<file path="src/rtl/tag_store_flush_wf_if.sv">
// Bus bundle for tag_store_flush_wf: lookup, write/invalidate, flush and read results.
// Parameters must match the ones given to the attached tag_store_flush_wf instance.
interface tag_store_flush_wf_if #(
    parameter int TAG_WDTH = 16,
    parameter int SET_WDTH = 4,
    parameter int LG_WAYS  = 3
);
    localparam int W = 1 << LG_WAYS;

    logic [SET_WDTH-1:0]   r_addr_in;
    logic [TAG_WDTH-1:0]   cmp_tag_in;
    logic                  w_en_in;
    logic                  inv_en_in;
    logic [SET_WDTH-1:0]   w_set_in;
    logic [LG_WAYS-1:0]    w_way_in;
    logic [TAG_WDTH-1:0]   w_data_in;
    logic                  flush_req_in;
    logic                  flush_busy_out;
    logic [W*TAG_WDTH-1:0] r_data_out;
    logic [W-1:0]          valid_bits_out;
    logic [W-1:0]          hit_way_out;
    logic                  hit_out;

    modport master (
        output r_addr_in, cmp_tag_in, w_en_in, inv_en_in, w_set_in, w_way_in,
               w_data_in, flush_req_in,
        input  flush_busy_out, r_data_out, valid_bits_out, hit_way_out, hit_out
    );

    modport slave (
        input  r_addr_in, cmp_tag_in, w_en_in, inv_en_in, w_set_in, w_way_in,
               w_data_in, flush_req_in,
        output flush_busy_out, r_data_out, valid_bits_out, hit_way_out, hit_out
    );
endinterface

</file>
<file path="src/rtl/tag_store_flush_wf.sv">
// N-way write-first tag store with per-way invalidate and a sequenced flush sweep.
// Optional macro TAG_STORE_LATE_FWD_EN forwards a write in the cycle after a read onto the outputs.
module tag_store_flush_wf #(
    parameter int TAG_WDTH = 16,
    parameter int SET_WDTH = 4,
    parameter int LG_WAYS  = 3
) (
    input logic                clk,
    input logic                reset,
    tag_store_flush_wf_if.slave bus
);
    localparam int W    = 1 << LG_WAYS;
    localparam int SETS = 1 << SET_WDTH;

    typedef enum logic {ST_CLEAR, ST_NORMAL} st_t;

    st_t                       st;
    logic [SET_WDTH-1:0]       cnt;
    logic                      busy;

    logic [W-1:0][TAG_WDTH-1:0] tags      [SETS];
    logic [W-1:0]               valid_arr [SETS];

    logic [SET_WDTH-1:0]        raddr_q;
    logic [TAG_WDTH-1:0]        cmp_q;
    logic [W-1:0][TAG_WDTH-1:0] rdata_q;
    logic [W-1:0]               vld_q;

    logic [W-1:0][TAG_WDTH-1:0] cap_data, data_o;
    logic [W-1:0]               cap_vld, vld_o, hit_way;
    logic                       wr_ok, inv_ok;

    // A flush request in the same cycle drops any write or invalidate.
    assign wr_ok  = (st == ST_NORMAL) && bus.w_en_in && !bus.flush_req_in;
    assign inv_ok = (st == ST_NORMAL) && bus.inv_en_in && !bus.flush_req_in;

    always_ff @(posedge clk or negedge reset) begin
        if (!reset) begin
            st   <= ST_CLEAR;
            cnt  <= '0;
            busy <= 1'b1;
        end else begin
            case (st)
                ST_CLEAR: begin
                    if (cnt == SET_WDTH'(SETS - 1)) begin
                        st   <= ST_NORMAL;
                        busy <= 1'b0;
                    end else begin
                        cnt <= cnt + 1'b1;
                    end
                end
                default: begin
                    if (bus.flush_req_in) begin
                        st   <= ST_CLEAR;
                        busy <= 1'b1;
                        cnt  <= '0;
                    end
                end
            endcase
        end
    end

    // Storage arrays are not reset; the sweep owns initialising the valid bits.
    always_ff @(posedge clk) begin
        if (st == ST_CLEAR) begin
            valid_arr[cnt] <= '0;
        end else if (wr_ok) begin
            tags[bus.w_set_in][bus.w_way_in]      <= bus.w_data_in;
            valid_arr[bus.w_set_in][bus.w_way_in] <= 1'b1;
        end else if (inv_ok) begin
            valid_arr[bus.w_set_in][bus.w_way_in] <= 1'b0;
        end
    end

    always_comb begin
        cap_data = tags[bus.r_addr_in];
        cap_vld  = valid_arr[bus.r_addr_in];
        if (st == ST_CLEAR) begin
            cap_vld = '0;
        end else if (wr_ok && bus.w_set_in == bus.r_addr_in) begin
            cap_data[bus.w_way_in] = bus.w_data_in;
            cap_vld[bus.w_way_in]  = 1'b1;
        end else if (inv_ok && bus.w_set_in == bus.r_addr_in) begin
            cap_vld[bus.w_way_in] = 1'b0;
        end
    end

    always_ff @(posedge clk or negedge reset) begin
        if (!reset) begin
            raddr_q <= '0;
            cmp_q   <= '0;
            rdata_q <= '0;
            vld_q   <= '0;
        end else begin
            raddr_q <= bus.r_addr_in;
            cmp_q   <= bus.cmp_tag_in;
            rdata_q <= cap_data;
            vld_q   <= cap_vld;
        end
    end

    always_comb begin
        data_o = rdata_q;
        vld_o  = vld_q;
`ifdef TAG_STORE_LATE_FWD_EN
        if (wr_ok && bus.w_set_in == raddr_q) begin
            data_o[bus.w_way_in] = bus.w_data_in;
            vld_o[bus.w_way_in]  = 1'b1;
        end else if (inv_ok && bus.w_set_in == raddr_q) begin
            vld_o[bus.w_way_in] = 1'b0;
        end
`endif
        if (busy) vld_o = '0;
    end

    for (genvar i = 0; i < W; i++) begin : g_hit
        assign hit_way[i] = vld_o[i] && (data_o[i] == cmp_q);
    end

    assign bus.flush_busy_out = busy;
    assign bus.r_data_out     = data_o;
    assign bus.valid_bits_out = vld_o;
    assign bus.hit_way_out    = hit_way;
    assign bus.hit_out        = |hit_way;
endmodule

</file>
<file path="src/flat_wrapper.sv">
// flat-port wrapper written by rule: the top's interface ports become plain ports
module tag_store_flush_wf_flat 
#(
    parameter int TAG_WDTH = 16,
    parameter int SET_WDTH = 4,
    parameter int LG_WAYS  = 3
)
  (clk, reset, bus_r_addr_in, bus_cmp_tag_in, bus_w_en_in, bus_inv_en_in, bus_w_set_in, bus_w_way_in, bus_w_data_in, bus_flush_req_in, bus_flush_busy_out, bus_r_data_out, bus_valid_bits_out, bus_hit_way_out, bus_hit_out);
  tag_store_flush_wf_if #(.TAG_WDTH(TAG_WDTH), .SET_WDTH(SET_WDTH), .LG_WAYS(LG_WAYS)) bus_i ();
  input logic clk;
  input logic reset;
  input wire logic [$bits(bus_i.r_addr_in)-1:0] bus_r_addr_in;
  input wire logic [$bits(bus_i.cmp_tag_in)-1:0] bus_cmp_tag_in;
  input wire logic [$bits(bus_i.w_en_in)-1:0] bus_w_en_in;
  input wire logic [$bits(bus_i.inv_en_in)-1:0] bus_inv_en_in;
  input wire logic [$bits(bus_i.w_set_in)-1:0] bus_w_set_in;
  input wire logic [$bits(bus_i.w_way_in)-1:0] bus_w_way_in;
  input wire logic [$bits(bus_i.w_data_in)-1:0] bus_w_data_in;
  input wire logic [$bits(bus_i.flush_req_in)-1:0] bus_flush_req_in;
  output wire logic [$bits(bus_i.flush_busy_out)-1:0] bus_flush_busy_out;
  output wire logic [$bits(bus_i.r_data_out)-1:0] bus_r_data_out;
  output wire logic [$bits(bus_i.valid_bits_out)-1:0] bus_valid_bits_out;
  output wire logic [$bits(bus_i.hit_way_out)-1:0] bus_hit_way_out;
  output wire logic [$bits(bus_i.hit_out)-1:0] bus_hit_out;
  assign bus_i.r_addr_in = bus_r_addr_in;
  assign bus_i.cmp_tag_in = bus_cmp_tag_in;
  assign bus_i.w_en_in = bus_w_en_in;
  assign bus_i.inv_en_in = bus_inv_en_in;
  assign bus_i.w_set_in = bus_w_set_in;
  assign bus_i.w_way_in = bus_w_way_in;
  assign bus_i.w_data_in = bus_w_data_in;
  assign bus_i.flush_req_in = bus_flush_req_in;
  assign bus_flush_busy_out = bus_i.flush_busy_out;
  assign bus_r_data_out = bus_i.r_data_out;
  assign bus_valid_bits_out = bus_i.valid_bits_out;
  assign bus_hit_way_out = bus_i.hit_way_out;
  assign bus_hit_out = bus_i.hit_out;
  tag_store_flush_wf #(.TAG_WDTH(TAG_WDTH), .SET_WDTH(SET_WDTH), .LG_WAYS(LG_WAYS)) u_core (.clk(clk), .reset(reset), .bus(bus_i));
endmodule
</file>
<file path="config.mk">
export PLATFORM = sky130hd
export DESIGN_NAME = tag_store_flush_wf_flat
export DESIGN_NICKNAME = d
export VERILOG_FILES = /design/src/rtl/tag_store_flush_wf_if.sv /design/src/rtl/tag_store_flush_wf.sv /design/src/flat_wrapper.sv
export SDC_FILE = /design/constraint.sdc
export NUM_CORES = 2
export LEC_CHECK = 0
export CORE_AREA = 2 2 450 452
export DETAILED_ROUTE_END_ITERATION = 7
export DIE_AREA = 0 0 452 454
export DONT_BUFFER_PORTS = 1
export GPL_ROUTABILITY_DRIVEN = 0
export GPL_TIMING_DRIVEN = 1
export SETUP_SLACK_MARGIN = 0.02
export SLEW_MARGIN = 40
export SYNTH_ARGS = -nofsm -noshare
export SYNTH_HDL_FRONTEND = slang
export SYNTH_SLANG_ARGS = --single-unit
</file>
<file path="constraint.sdc">
create_clock -name clk -period 4.78 [get_ports clk]
set_clock_uncertainty 0.2 [all_clocks]
set_input_delay 0.717 -clock clk [delete_from_list [all_inputs] [get_ports clk]]
set_output_delay 0.717 -clock clk [all_outputs]
set_load 0.05 [all_outputs]
</file>
==> results by group <==
Outcome
  – Outcome: finished, final reports clean

Finish
  – Area grow syn2layout: 13.7%
  – Final nets: ~4600
  – Final Non-Filler Cells: 7369
  – Share of cells above drive strength 1: 0.261

Synthesis
  – Register area share after synthesis: 0.772
  – Yosys reg bits: 2334
  – Gate Count Post-Synth: 4286
  – Top cell type's share of synthesized area: 0.728
  – Top post-synthesis cells by area: edfxtp_1 (73%), mux4_2 (14%), dfrtp_1 (4.4%), a221oi_1 (1.3%), a22o_1 (1.3%)
  – Netlist cell types: 46
  – Async SR Flop Fraction: 0.0677
  – Dominant cell type by area after synthesis: edfxtp_1
  – Predominant post-synthesis flop cell: edfxtp_1
  – EDFF count, synth: around 2200
  – Avg Cell Area, Syn: 20.9 sq um
  – Syn Nets: 4335
  – Synth Cell Area: 89700 sq um
  – Yosys warning count: 0

Power
  – PwrDens: 429 nW/um^2
  – Maximum VDD drop: 0.407 mV
  – Leak: 32.2 nW

Clock network
  – CTS Buffer Depth: 3
  – CTS H-Tree Depth: 4
  – Setup bufs post-CTS: 0
  – Worst-Skew Late Latency: 850 ps
  – Root buf cell: clkbuf_16
  – Post-CTS resize count: 0
  – TritonCTS Buffers: 219
  – Clock transition at the registers of the reported paths: ~60 ps
  – Num Clock Sinks: 2334
  – TritonCTS clock tree: done

Routing
  – First-pass detailed-route iteration total: 6
  – Routed Antenna Nets: 0
  – Drt initial violations: 4813
  – Final wirelength: 233000 microns
  – DRC errors left: 0
  – Vias: around 44000
  – Drt wl/cell: about 32 microns
  – Drt via density: 5.92

Die
  – FP Rows: 165
  – CORE AREA: 201000 sq um
  – DIE AREA: ~210000 sq um
  – Initial Utilization: 0.447
  – Top Ports: between 150 and 200
  – Die width: 452 microns
  – Die Ht: about 450 microns

Global route
  – Gr ovfl total: 0
  – Global Route Usage Sum: 0.225
  – Vias in the first global route: 43400
  – First-pass GRT wire length: 328000 microns
  – Initial antenna violation count: 1
  – Largest net degree at the start of global routing: between 500 and 600

STA
  – Final TNS setup: 0 ps
  – Crit path time final: around 4500 ps
  – Endpoints failing setup: 0
  – Fmax achieved: 224 MHz
  – Crit share post-route: 0.936
  – Worst-margin pin slew: between 900 and 1000 ps
  – RSZ-0062 raised after global routing: false
  – Final Max Tran Viols: 0
  – Max-slew headroom: 0.343
  – Hold Fails Final Rpt: 0

Critical path
  – Most used cell, CP: buf_4
  – CP max stage delay: 880 ps
  – Worst path slowest cell: dfrtp_1
  – Crit path DAT: 3560 ps
  – Crit start category: flip-flop
  – CP Max Fanout: 5
  – Worst setup path endpoint: bus_hit_out
  – Reg2reg setup slack: 1650 ps
  – Worst setup EP type: output port
  – Worst Setup SP: u_core.cmp_q[8]
  – R2r endpoint: u_core.valid_arr[14][4]
  – Worst-path cell chain: buf_4 -> xnor2_1 -> nand4_1 -> nor4_1 -> a22oi_1 -> buf_4 -> nand4_1 -> buf_4
  – CP Class: flip-flop to output port
  – Reg2Reg Depth: 6
  – Worst r2r src: u_core.st
  – Critical Path RT: 3860 ps

Place
  – Hpwl dp: 130000 microns
  – IO Port Bufs: 0
  – Placed cell count: 6902

Worst hold path
  – Hold Path Depth: 1
  – Worst min path class: primary input to flip-flop

Job
  – Max-cap violations: 0
-- worst min-delay path by stage --
stage	startpoint	endpoint	slack (ps)
after floorplan	reset	u_core.bus.r_data_out[0]	220
after global placement	reset	u_core.bus.r_data_out[114]	230
after detailed placement	reset	u_core.bus.r_data_out[120]	220
after CTS	bus_w_way_in[0]	u_core.vld_q[3]	10
after global routing	bus_w_data_in[11]	u_core.tags[15][123]	80
final	bus_w_data_in[11]	u_core.tags[15][123]	70
-- metal layers --
metal,up-vias,part of all wire,global-route usage
met5,-,0,0
met4,0,0.059,0.122
li1,18100,-,-
met1,23400,0.40,0.308
met3,407,0.059,0.0312
met2,1634,0.48,0.353
-- Yosys cell counts (all sizes together) (19+ instances only) --
| library cell | number |
|---|---|
| nand2 | 163 |
| nor2 | 273 |
| mux4 | 545 |
| clkbuf | 158 |
| nand3 | 22 |
| a22o | 135 |
| buf | 115 |
| dfrtp | 157 |
| o21ai | 139 |
| edfxtp | 2176 |
| nor2b | 19 |
| a221oi | 135 |
| xnor2 | 134 |
| nand4 | 27 |
-- cells by family after synthesis --
logic type | share of synthesized area
fa+ha+maj | 0.000139
xor+xnor | 0.0131
compound gates | 0.0366
mux | 0.138
simple gates | 0.0256
flops | 0.772
buf+inv | 0.0145
-- metrics by stage --
step	hold WS (ps)	setup WS [ps]	util	area, sq um	power (mW)
detailed placement	224	570	0.468	94000	26.4
finish	72.3	306	0.508	102000	43.8
floorplan	221	1830	-	89700	25.6
global route	84.6	189	0.508	102000	44.9
global placement	225	1130	0.466	93700	26.2
CTS	12.5	298	0.506	102000	43.9
-- cells in the final DEF, fill, tap and decap left out, types with 5 or more instances in the layout --
| cell type | instances |
|---|---|
| a21oi_2 | 6 |
| a221oi_1 | 135 |
| a22o_1 | 135 |
| and2_1 | 16 |
| buf_12 | 5 |
| buf_16 | 34 |
| buf_4 | 204 |
| bufinv_16 | 18 |
| clkbuf_1 | 52 |
| clkbuf_16 | 222 |
| clkbuf_8 | 10 |
| clkinv_1 | 41 |
| clkinv_2 | 47 |
| clkinv_8 | 6 |
| clkinvlp_4 | 6 |
| dfrtp_1 | 148 |
| dfrtp_2 | 9 |
| dlygate4sd3_1 | 28 |
| edfxtp_1 | 2176 |
| mux2_2 | 6 |
| mux4_2 | 545 |
| nand2_1 | 160 |
| nand3_1 | 18 |
| nand4_1 | 27 |
| nor2_1 | 203 |
| nor2_2 | 64 |
| nor2_4 | 6 |
| nor2b_1 | 9 |
| nor2b_2 | 8 |
| nor4_1 | 7 |
| o21a_1 | 8 |
| o21ai_0 | 9 |
| o21ai_1 | 129 |
| o22ai_1 | 8 |
| xnor2_1 | 134 |
-- cell type report --
type / count / area [sq um]
clock inverter: 126 / 1180
fill: 15600 / 98800
sequential: 2334 / 69300
tap: 2672 / 3340
inverter: 3 / 11.3
multi-input combinational: 1676 / 19500
timing repair buffer: 273 / 2880
antenna: 2 / 5.00
clock buffer: 283 / 5860
-- flip-flops by register name, indices dropped and copies added, names as in the netlist --
signal and count:
u_core.cnt 4, u_core.tags 2048, u_core.cmp_q 16, u_core.valid_arr 128
u_core.bus.r_data_out 128, u_core.vld_q 8, u_core.bus.flush_busy_out 1, u_core.st 1
-- where the power goes --
part           internal [mW]  switching, mW
Sequential              22.8          0.800
Combinational           1.06           1.98
Clock                   9.63           7.53
Total                   33.5           10.3
-- timing repair --
action                      CTS  global route
setup endpoints to repair     0             1
hold buffers                 43             2
hold endpoints to repair   2361            29
-- critical path, delay by kind of cell, from the launching register on --
family	cells	cell delay, ps
AND/OR/NAND/NOR	3	660
XOR/XNOR	1	160
buffers and inverters	3	800
flip-flops	1	880
AO/OA/AOI/OAI	1	170
Power figures use the tool's default switching activity.
